==> src/rtl/parity_pkg.sv <==
// Shared types and helpers for the parity arbiter: FSM encoding, word width,
// ID width derivation and the round-robin pick.
package parity_pkg;

  typedef enum logic [1:0] {
    IDLE  = 2'd0,
    BURST = 2'd1,
    RESP  = 2'd2
  } state_e;

  localparam int DATA_W  = 32;
  localparam int MAX_REQ = 16;

  function automatic int id_width(input int num_req);
    return (num_req > 1) ? $clog2(num_req) : 1;
  endfunction

  // Rotate so ptr sits at bit 0, take the lowest set bit, then rotate the index back.
  function automatic logic [3:0] rr_pick(input logic [MAX_REQ-1:0] valid,
                                         input logic [3:0]         ptr,
                                         input int                 num_req);
    logic [MAX_REQ-1:0] rot;
    logic [4:0]         idx;
    logic [3:0]         pick_rot;
    logic [4:0]         sum;
    rot      = '0;
    pick_rot = '0;
    for (int i = 0; i < MAX_REQ; i++) begin
      idx = 5'(ptr) + 5'(i);
      if (idx >= 5'(num_req)) idx = idx - 5'(num_req);
      if (i < num_req) rot[i] = valid[idx[3:0]];
    end
    for (int i = MAX_REQ - 1; i >= 0; i--) begin
      if (rot[i]) pick_rot = 4'(i);
    end
    sum = 5'(pick_rot) + 5'(ptr);
    if (sum >= 5'(num_req)) sum = sum - 5'(num_req);
    return sum[3:0];
  endfunction

endpackage

==> src/rtl/parity_32.sv <==
// Single shared 32-bit XOR-reduction parity unit.
module parity_32 import parity_pkg::*; (
  input  logic [DATA_W-1:0] i_data,
  output logic              o_parity
);

  assign o_parity = ^i_data;

endmodule

==> src/rtl/parity_arbiter.sv <==
// Round-robin arbiter sharing one parity_32 unit among NUM_REQ packet streams;
// one registered response per packet carrying parity, requester ID and word count.
module parity_arbiter import parity_pkg::*; #(
  parameter  int NUM_REQ = 4,
  parameter  int ODD     = 0,
  parameter  int CNT_W   = 8,
  localparam int ID_W    = id_width(NUM_REQ)
) (
  input  logic                      clk,
  input  logic                      rst_n,
  input  logic [NUM_REQ-1:0]        req_valid,
  input  logic [DATA_W*NUM_REQ-1:0] req_data,
  input  logic [NUM_REQ-1:0]        req_last,
  output logic [NUM_REQ-1:0]        req_ready,
  output logic                      rsp_valid,
  input  logic                      rsp_ready,
  output logic                      rsp_parity,
  output logic [ID_W-1:0]           rsp_id,
  output logic [CNT_W-1:0]          rsp_count
);

  state_e            r_state;
  state_e            w_state_next;
  logic [ID_W-1:0]   r_ptr;
  logic [ID_W-1:0]   r_grant;
  logic [ID_W-1:0]   w_pick;
  logic [ID_W-1:0]   w_grant_inc;
  logic              r_acc;
  logic              w_acc_next;
  logic [CNT_W-1:0]  r_cnt;
  logic [CNT_W-1:0]  w_cnt_next;
  logic              r_rsp_parity;
  logic [ID_W-1:0]   r_rsp_id;
  logic [CNT_W-1:0]  r_rsp_count;
  logic [DATA_W-1:0] w_word;
  logic              w_word_par;
  logic              w_fire;
  logic              w_last;

  assign w_word = req_data[DATA_W*r_grant +: DATA_W];

  parity_32 u_parity (
    .i_data   (w_word),
    .o_parity (w_word_par)
  );

  assign w_fire      = (r_state == BURST) && req_valid[r_grant];
  assign w_last      = req_last[r_grant];
  assign w_acc_next  = r_acc ^ w_word_par;
  assign w_cnt_next  = (&r_cnt) ? r_cnt : r_cnt + 1'b1;
  assign w_grant_inc = (r_grant == ID_W'(NUM_REQ - 1)) ? '0 : r_grant + 1'b1;
  assign w_pick      = ID_W'(rr_pick(MAX_REQ'(req_valid), 4'(r_ptr), NUM_REQ));

  // Outputs decode registered state only, so rsp_ready never reaches req_ready.
  assign req_ready  = (r_state == BURST) ? (NUM_REQ'(1) << r_grant) : '0;
  assign rsp_valid  = (r_state == RESP);
  assign rsp_parity = r_rsp_parity;
  assign rsp_id     = r_rsp_id;
  assign rsp_count  = r_rsp_count;

  // NOTE: next state gets its default before the case so no path leaves it unassigned (no latch).
  always_comb begin
    w_state_next = r_state;
    unique case (r_state)
      IDLE:    if (|req_valid)        w_state_next = BURST;
      BURST:   if (w_fire && w_last)  w_state_next = RESP;
      RESP:    if (rsp_ready)         w_state_next = IDLE;
      default:                        w_state_next = IDLE;
    endcase
  end

  // NOTE: registers use non-blocking assignments so every flop samples pre-edge values.
  always_ff @(posedge clk or negedge rst_n) begin
    if (!rst_n) r_state <= IDLE;
    else        r_state <= w_state_next;
  end

  always_ff @(posedge clk or negedge rst_n) begin
    if (!rst_n) begin
      r_ptr        <= '0;
      r_grant      <= '0;
      r_acc        <= 1'b0;
      r_cnt        <= '0;
      r_rsp_parity <= 1'b0;
      r_rsp_id     <= '0;
      r_rsp_count  <= '0;
    end else begin
      unique case (r_state)
        IDLE: begin
          if (|req_valid) begin
            r_grant <= w_pick;
            r_acc   <= 1'b0;
            r_cnt   <= '0;
          end
        end
        BURST: begin
          if (w_fire) begin
            r_acc <= w_acc_next;
            r_cnt <= w_cnt_next;
            if (w_last) begin
              r_rsp_parity <= w_acc_next ^ 1'(ODD);
              r_rsp_id     <= r_grant;
              r_rsp_count  <= w_cnt_next;
            end
          end
        end
        RESP: begin
          if (rsp_ready) r_ptr <= w_grant_inc;
        end
        default: ;
      endcase
    end
  end

endmodule

==> config.mk <==
export PLATFORM = sky130hd
export DESIGN_NAME = parity_arbiter
export DESIGN_NICKNAME = d
export VERILOG_FILES = /design/src/rtl/parity_pkg.sv /design/src/rtl/parity_32.sv /design/src/rtl/parity_arbiter.sv
export SDC_FILE = /design/constraint.sdc
export NUM_CORES = 1
export LEC_CHECK = 0
export BUFFER_PORTS_ARGS = -buffer_cell sky130_fd_sc_hd__buf_2
export CAP_MARGIN = 5
export CORE_MARGIN = 3
export CORE_UTILIZATION = 45
export DETAILED_ROUTE_END_ITERATION = 7
export GPL_TIMING_DRIVEN = 1
export PLACE_DENSITY_LB_ADDON = 0.12
export SYNTH_ARGS = -nofsm -noshare
export SYNTH_HDL_FRONTEND = slang
export SYNTH_SLANG_ARGS = --single-unit
==> constraint.sdc <==
create_clock -name clk -period 3.4 [get_ports clk]
set_input_delay 0.34 -clock clk [delete_from_list [all_inputs] [get_ports clk]]
set_output_delay 0.34 -clock clk [all_outputs]
set_load 0.005 [all_outputs]
# Yosys cells after proc, flatten, opt, wreduce, memory -nomap -nowiden
# Cells that the tools add are included.
[word_totals]
regBits = 26
inputBits = 139
out_inout_bits = 16
word_cells = 85
[classes]
add_sub_neg = 11
n_lt_le_gt_ge = 10
n_eq_ne = 7
n_shift = 2
muxes = 34
n_bitwise = 1
reduce_logical = 12
[op_table]
columns = ["op", "n"]
rows = [
  ["128-bit by 8-bit indexed part select with 32-bit output", 1],
  ["4-bit 2-to-1 mux", 8],
  ["32-bit parity", 1],
  ["8-bit 2-to-1 mux", 3],
  ["4-bit by 5-bit less-than comparator with 1-bit output (second input constant)", 4],
  ["1-bit binary-select mux with 4-bit select", 4],
  ["8-bit one-hot mux with 2 select lines", 1],
  ["2-bit 2-to-1 mux", 6],
  ["3-bit by 3-bit subtractor with 4-bit output (second input constant)", 3],
  ["3-bit greater-or-equal comparator (second input constant)", 3],
  ["3-bit AND reduction", 3],
  ["8-bit by 1-bit adder with 8-bit output (second input constant)", 1],
  ["1-bit 2-to-1 mux", 8],
  ["8-bit AND reduction", 1],
  ["2-bit by 2-bit adder with 3-bit output (second input constant)", 2],
  ["2-bit one-hot mux with 3 select lines", 1],
  ["4-bit by 2-bit adder with 5-bit output", 1],
  ["5-bit by 3-bit greater-or-equal comparator with 1-bit output (second input constant)", 1],
  ["1-bit binary-select mux with 2-bit select", 2],
  ["2-bit equality test (second input constant)", 2],
  ["2-bit by 1-bit inequality test with 1-bit output (second input constant)", 2],
  ["2-bit inequality test (second input constant)", 2],
  ["2-bit AND reduction", 2],
  ["4-bit OR reduction", 1],
  ["13 further kinds", 14],
]

# Longest topological paths before layout
[depth]
word_depth = 12
ltp_mapped = 12
depth_no_buf = 11

# Modules after synthesis
# A second synthesis with hierarchy kept.
[hier_totals]
cells_unflattened = 237
hier_area_um2 = 2666.3
[by_module_without_submodules]
columns = ["module", "instances", "cells_each", "area_each_um2", "seq_area_each_um2"]
rows = [
  ["parity_arbiter", 1, 206, 2394.8, 650.6],
  ["parity_32", 1, 31, 271.5, 0.0],
]

# Worst setup path before layout
# Ideal clock, no wire load.
[synth_path]
path_type = "register to register"
from = "register r_ptr[0]"
to = "register r_grant[1]"
setup_time_ps = 132
t_arrival_ps = 2395
required_ps = 3268
path_slack_ps = 873
path_stages_with_launch = 13
n_path_buf = 1
period_less_slack_ps = 2527
path_cell_list = "dfrtp_1 -> buf_2 -> inv_1 -> ha_1 -> mux4_2 -> nand2_1 -> inv_1 -> a21oi_1 -> o22ai_1 -> a32o_1 -> ha_1 -> xnor2_1 -> o21ai_0"
[synth_via]
elab_chain_len = 12
word_cells_on_any_way = 31
cone_classes = "9 x add/sub; 5 x order compare; 17 x mux"
[synth_lines]
columns = ["element", "line_no", "text"]
rows = [
  ["start, declared", "parity_arbiter.sv:24", "logic [ID_W-1:0] r_ptr;"],
  ["start signal, assigned", "parity_arbiter.sv:108", "if (rsp_ready) r_ptr <= w_grant_inc;"],
  ["2-bit by 2-bit adder with 3-bit output", "parity_pkg.sv:29", "idx = 5'(ptr) + 5'(i);"],
  ["3-bit by 3-bit subtractor with 4-bit output or 3-bit greater-or-equal comparator (tied branches)", "parity_pkg.sv:30", "if (idx >= 5'(num_req)) idx = idx - 5'(num_req);"],
  ["4-bit 2-to-1 mux", "parity_pkg.sv:30", ""],
  ["1-bit binary-select mux with 4-bit select", "parity_pkg.sv:31", "if (i < num_req) rot[i] = valid[idx[3:0]];"],
  ["1-bit 2-to-1 mux (not written as such)", "parity_pkg.sv:31", ""],
  ["2-bit 2-to-1 mux", "parity_pkg.sv:34", "if (rot[i]) pick_rot = 4'(i);"],
  ["4-bit 2-to-1 mux (3 in a row)", "parity_pkg.sv:34", ""],
  ["4-bit by 2-bit adder with 5-bit output *", "parity_pkg.sv:36", "sum = 5'(pick_rot) + 5'(ptr);"],
  ["5-bit by 3-bit greater-or-equal comparator with 1-bit output or 2-bit by 1-bit subtractor with 2-bit output (tied branches)", "parity_pkg.sv:37", "if (sum >= 5'(num_req)) sum = sum - 5'(num_req);"],
  ["2-bit 2-to-1 mux *", "parity_pkg.sv:37", ""],
  ["end signal, assigned", "parity_arbiter.sv:91", "r_grant <= w_pick;"],
  ["end, declared", "parity_arbiter.sv:25", "logic [ID_W-1:0] r_grant;"],
]
# Every way passes the cells marked *; elsewhere a longest branch is shown, timed or not. The select of a mux whose other input is x is not followed.
# A chain may end at the register's enable or synchronous reset.

# Final worst setup path
[layout_path]
from = "register r_ptr[0]"
to = "register r_grant[0]"
[layout_via]
elab_chain_len = 12
word_cells_on_any_way = 31
cone_classes = "9 x add/sub; 5 x order compare; 17 x mux"
[layout_lines]
columns = ["element", "line_no", "text"]
rows = [
  ["2-bit by 2-bit adder with 3-bit output", "parity_pkg.sv:29", ""],
  ["3-bit by 3-bit subtractor with 4-bit output or 3-bit greater-or-equal comparator (tied branches)", "parity_pkg.sv:30", ""],
  ["4-bit 2-to-1 mux", "parity_pkg.sv:30", ""],
  ["1-bit binary-select mux with 4-bit select", "parity_pkg.sv:31", ""],
  ["1-bit 2-to-1 mux (not written as such)", "parity_pkg.sv:31", ""],
  ["2-bit 2-to-1 mux", "parity_pkg.sv:34", ""],
  ["4-bit 2-to-1 mux (3 in a row)", "parity_pkg.sv:34", ""],
  ["4-bit by 2-bit adder with 5-bit output *", "parity_pkg.sv:36", ""],
  ["5-bit by 3-bit greater-or-equal comparator with 1-bit output or 2-bit by 1-bit subtractor with 2-bit output (tied branches)", "parity_pkg.sv:37", ""],
  ["2-bit 2-to-1 mux *", "parity_pkg.sv:37", ""],
  ["via w_pick[0]", "parity_arbiter.sv:26", "logic [ID_W-1:0] w_pick;"],
]
# Mark *: on every way through the listed nets, which the timed path passes. The rest lies on a longest branch. The select of a mux whose other input is x is not followed.

==> run summary <==
status = finished clean
Top Ports = 155
global-route wire length before repair = 11170 um
max_slew headroom = 55.16%
post_cts resized = 0
Post-synth top flop = dfrtp_1
num rows = 27
PD cells = 579.2 nW/um^2
met2 routed WL = 3718 um
worst-path maximum fanout = 11
CP Capture Type = register
initial antenna violation count = 0
Initial Utilization = 47.73%
total number of vias = 2472
initial detailed-routing violation count = 69
Setup Viol. Count Final = 0
number of synthesized flops with an enable pin = 0
crit-path cells = inv_1 > ha_1 > mux4_2 > nand2_1 > inv_1 > a21oi_1 > o22ai_1 > a32o_1 > ha_1 > nand2_1 > o21ai_0
sequential-to-total area share from yosys stat = 24.16%
Distinct cells, synth = 41
DRT Wirelength = 6760 um
ANT nets after route = 0
top sig layer = met4
Fmax = 365.4 MHz
Tcrit/Tclk final = 80.49%
Initial DRT Pass Iterations = 4
vias per cell = 4.876
full die area = 6948 um^2
Buffers & Inverters on Critical Path = 2
P&R area growth vs syn = 32.99%
CTS Sinks = 26
count leader, synth = xnor2_1
vias in the first global route = 2579
drt drc = 0
CTS Buf Count = 3
synth warn = 0
Area contributors post-synth = xnor2_1 (27%), dfrtp_1 (24%), xor2_1 (7.8%), mux2i_1 (7.4%), ha_1 (5.1%)
synthesis-stage register bit count = 26
grt ovf = 0
Leak = 1.795 nW
Clk pin slew, worst setup/hold paths = 0.09 ns
Slew Limit Fails = 0
share of cells above drive strength 1 = 40.00%
Synth Area per Inst = 9.514 um^2
Mapped Cells = 283
M1 WL = 2593 um
Hold Fails Final Rpt = 0
Die Y = 83.36 um
Max-cap violations = 0
Crit path arrival time = 2.88 ns
Period minus WS final = 2.737 ns
Post-CTS Setup Inserts = 0
# hold bufs at CTS = 0
Req. time, crit path = 3.54 ns
CTS H-tree depth = 1
asr flop ratio synth = 100.0%
largest net degree at the start of global routing = 27
CP max-delay cell = dfrtp_1
Hold Path Class = in -> async
Post-synth top cells = xnor2_1 (82), dfrtp_1 (26), nand2_1 (25)
clock tree buffer depth = 2
max incr delay on CP = 0.59 ns
Worst VDD drop = 378.4 uV
Mapped Area = 2693 um^2
fin nets = 586
leading area contributor after synthesis = xnor2_1
I/O Buffers = 154
RSZ-0062 raised after global routing = false
antenna cells = 0
HPWL after DPL = 5942 um
Post-Syn Nets = 433
Worst-Skew Late Latency = 0.27 ns
Placer Congestion = 0.8115
Startpoint Class = register
Worst-Margin Slew = 0.6696 ns
Core Area = 5642 um^2
Place WS = 0.6579 ns
post-DR wirelength/cell = 13.33 um
die width = 83.36 um
met3 WL = 373 um
Yosys top cell area share = 26.67%
CP delay by family, top = adder cells
CTS tree = built
All-Layer GR Usage = 19.12%
Setup TNS Final = 0 ns
Setup Crit Path Kind = reg -> reg
Layout Skew = 0.003660 ns
Root Buffer = clkbuf_8
Worst Slack Setup Final = 0.6635 ns
## logic make-up after synthesis
logic type / share of synthesized area, %
XOR/XNOR: 35.08
multiplexers: 14.54
adder cells (fa/ha/maj): 5.111
AO/OA/AOI/OAI: 9.340
AND/OR/NAND/NOR: 9.247
buffers and inverters: 2.509
flip-flops: 24.16
## per-stage QoR
step	std cells	cell area (um^2)	hold slack, ns	utilization, %	total power [mW]
floorplan	283	2693	0.04441	-	1.547
global placement	503	3526	0.3777	62.50	1.837
detailed placement	503	3526	0.3819	62.50	1.894
CTS	507	3581	0.08489	63.47	2.096
global route	507	3581	0.1028	63.47	2.270
finish	507	3581	0.05526	63.47	2.074
## layout by cell type, fill, tap and decap left out, types with 2 or more instances in the layout
cell type,instances
buf_2,154
xnor2_1,82
dfrtp_1,26
nand2_1,25
xor2_1,24
mux2i_1,20
o21ai_0,19
ha_1,11
inv_1,6
mux4_2,6
a21oi_1,6
and2_1,5
mux2_2,5
clkbuf_8,4
nor3_1,3
nor2_1,3
and3_1,3
nand3_1,3
nor2b_1,2
o22ai_1,2
o31ai_1,2
nand3b_1,2
a21o_1,2
o21ai_1,2
a31oi_1,2
## sequential cells by signal, indices dropped and copies added (netlist names)
name,count
r_state,2
r_acc,1
rsp_parity,1
r_cnt,8
rsp_count,8
r_ptr,2
r_grant,2
rsp_id,2
## worst paths after layout
kind	from	slack [ns]	cells after the start	end
setup / recovery	r_ptr[0]	0.66	11	r_grant[0]
hold / removal	rst_n	0.06	1	r_grant[1]
setup reg to reg	r_ptr[0]	0.66	11	r_grant[0]
hold reg to reg	rsp_count[5]	0.48	1	rsp_count[5]
max in group asynchronous	rst_n	2.96	1	r_cnt[4]
min in group clk	rsp_ready	0.28	2	r_state[1]
## where the power goes
group	switching, mW	internal [mW]
sequential	0.116	0.395
clock	0.0991	0.104
combinational	0.660	0.701
## final cells by class
class / instances / area (um^2)
Inverter: 8 / 32.53
Multi-Input combinational cell: 242 / 1974
Timing Repair Buffer: 155 / 778.2
Fill cell: 507 / 2061
Tap cell: 72 / 90.09
Sequential cell: 26 / 650.6
Clock buffer: 4 / 55.05
## metal layers
layer  global-route usage [%]  vias up
li1                         -     1266
met3                    2.679        6
met2                    38.27       85
met1                    21.14     1115
met5                        0        -
met4                    3.566        0
Note: power is estimated with default switching activity, not from simulation.
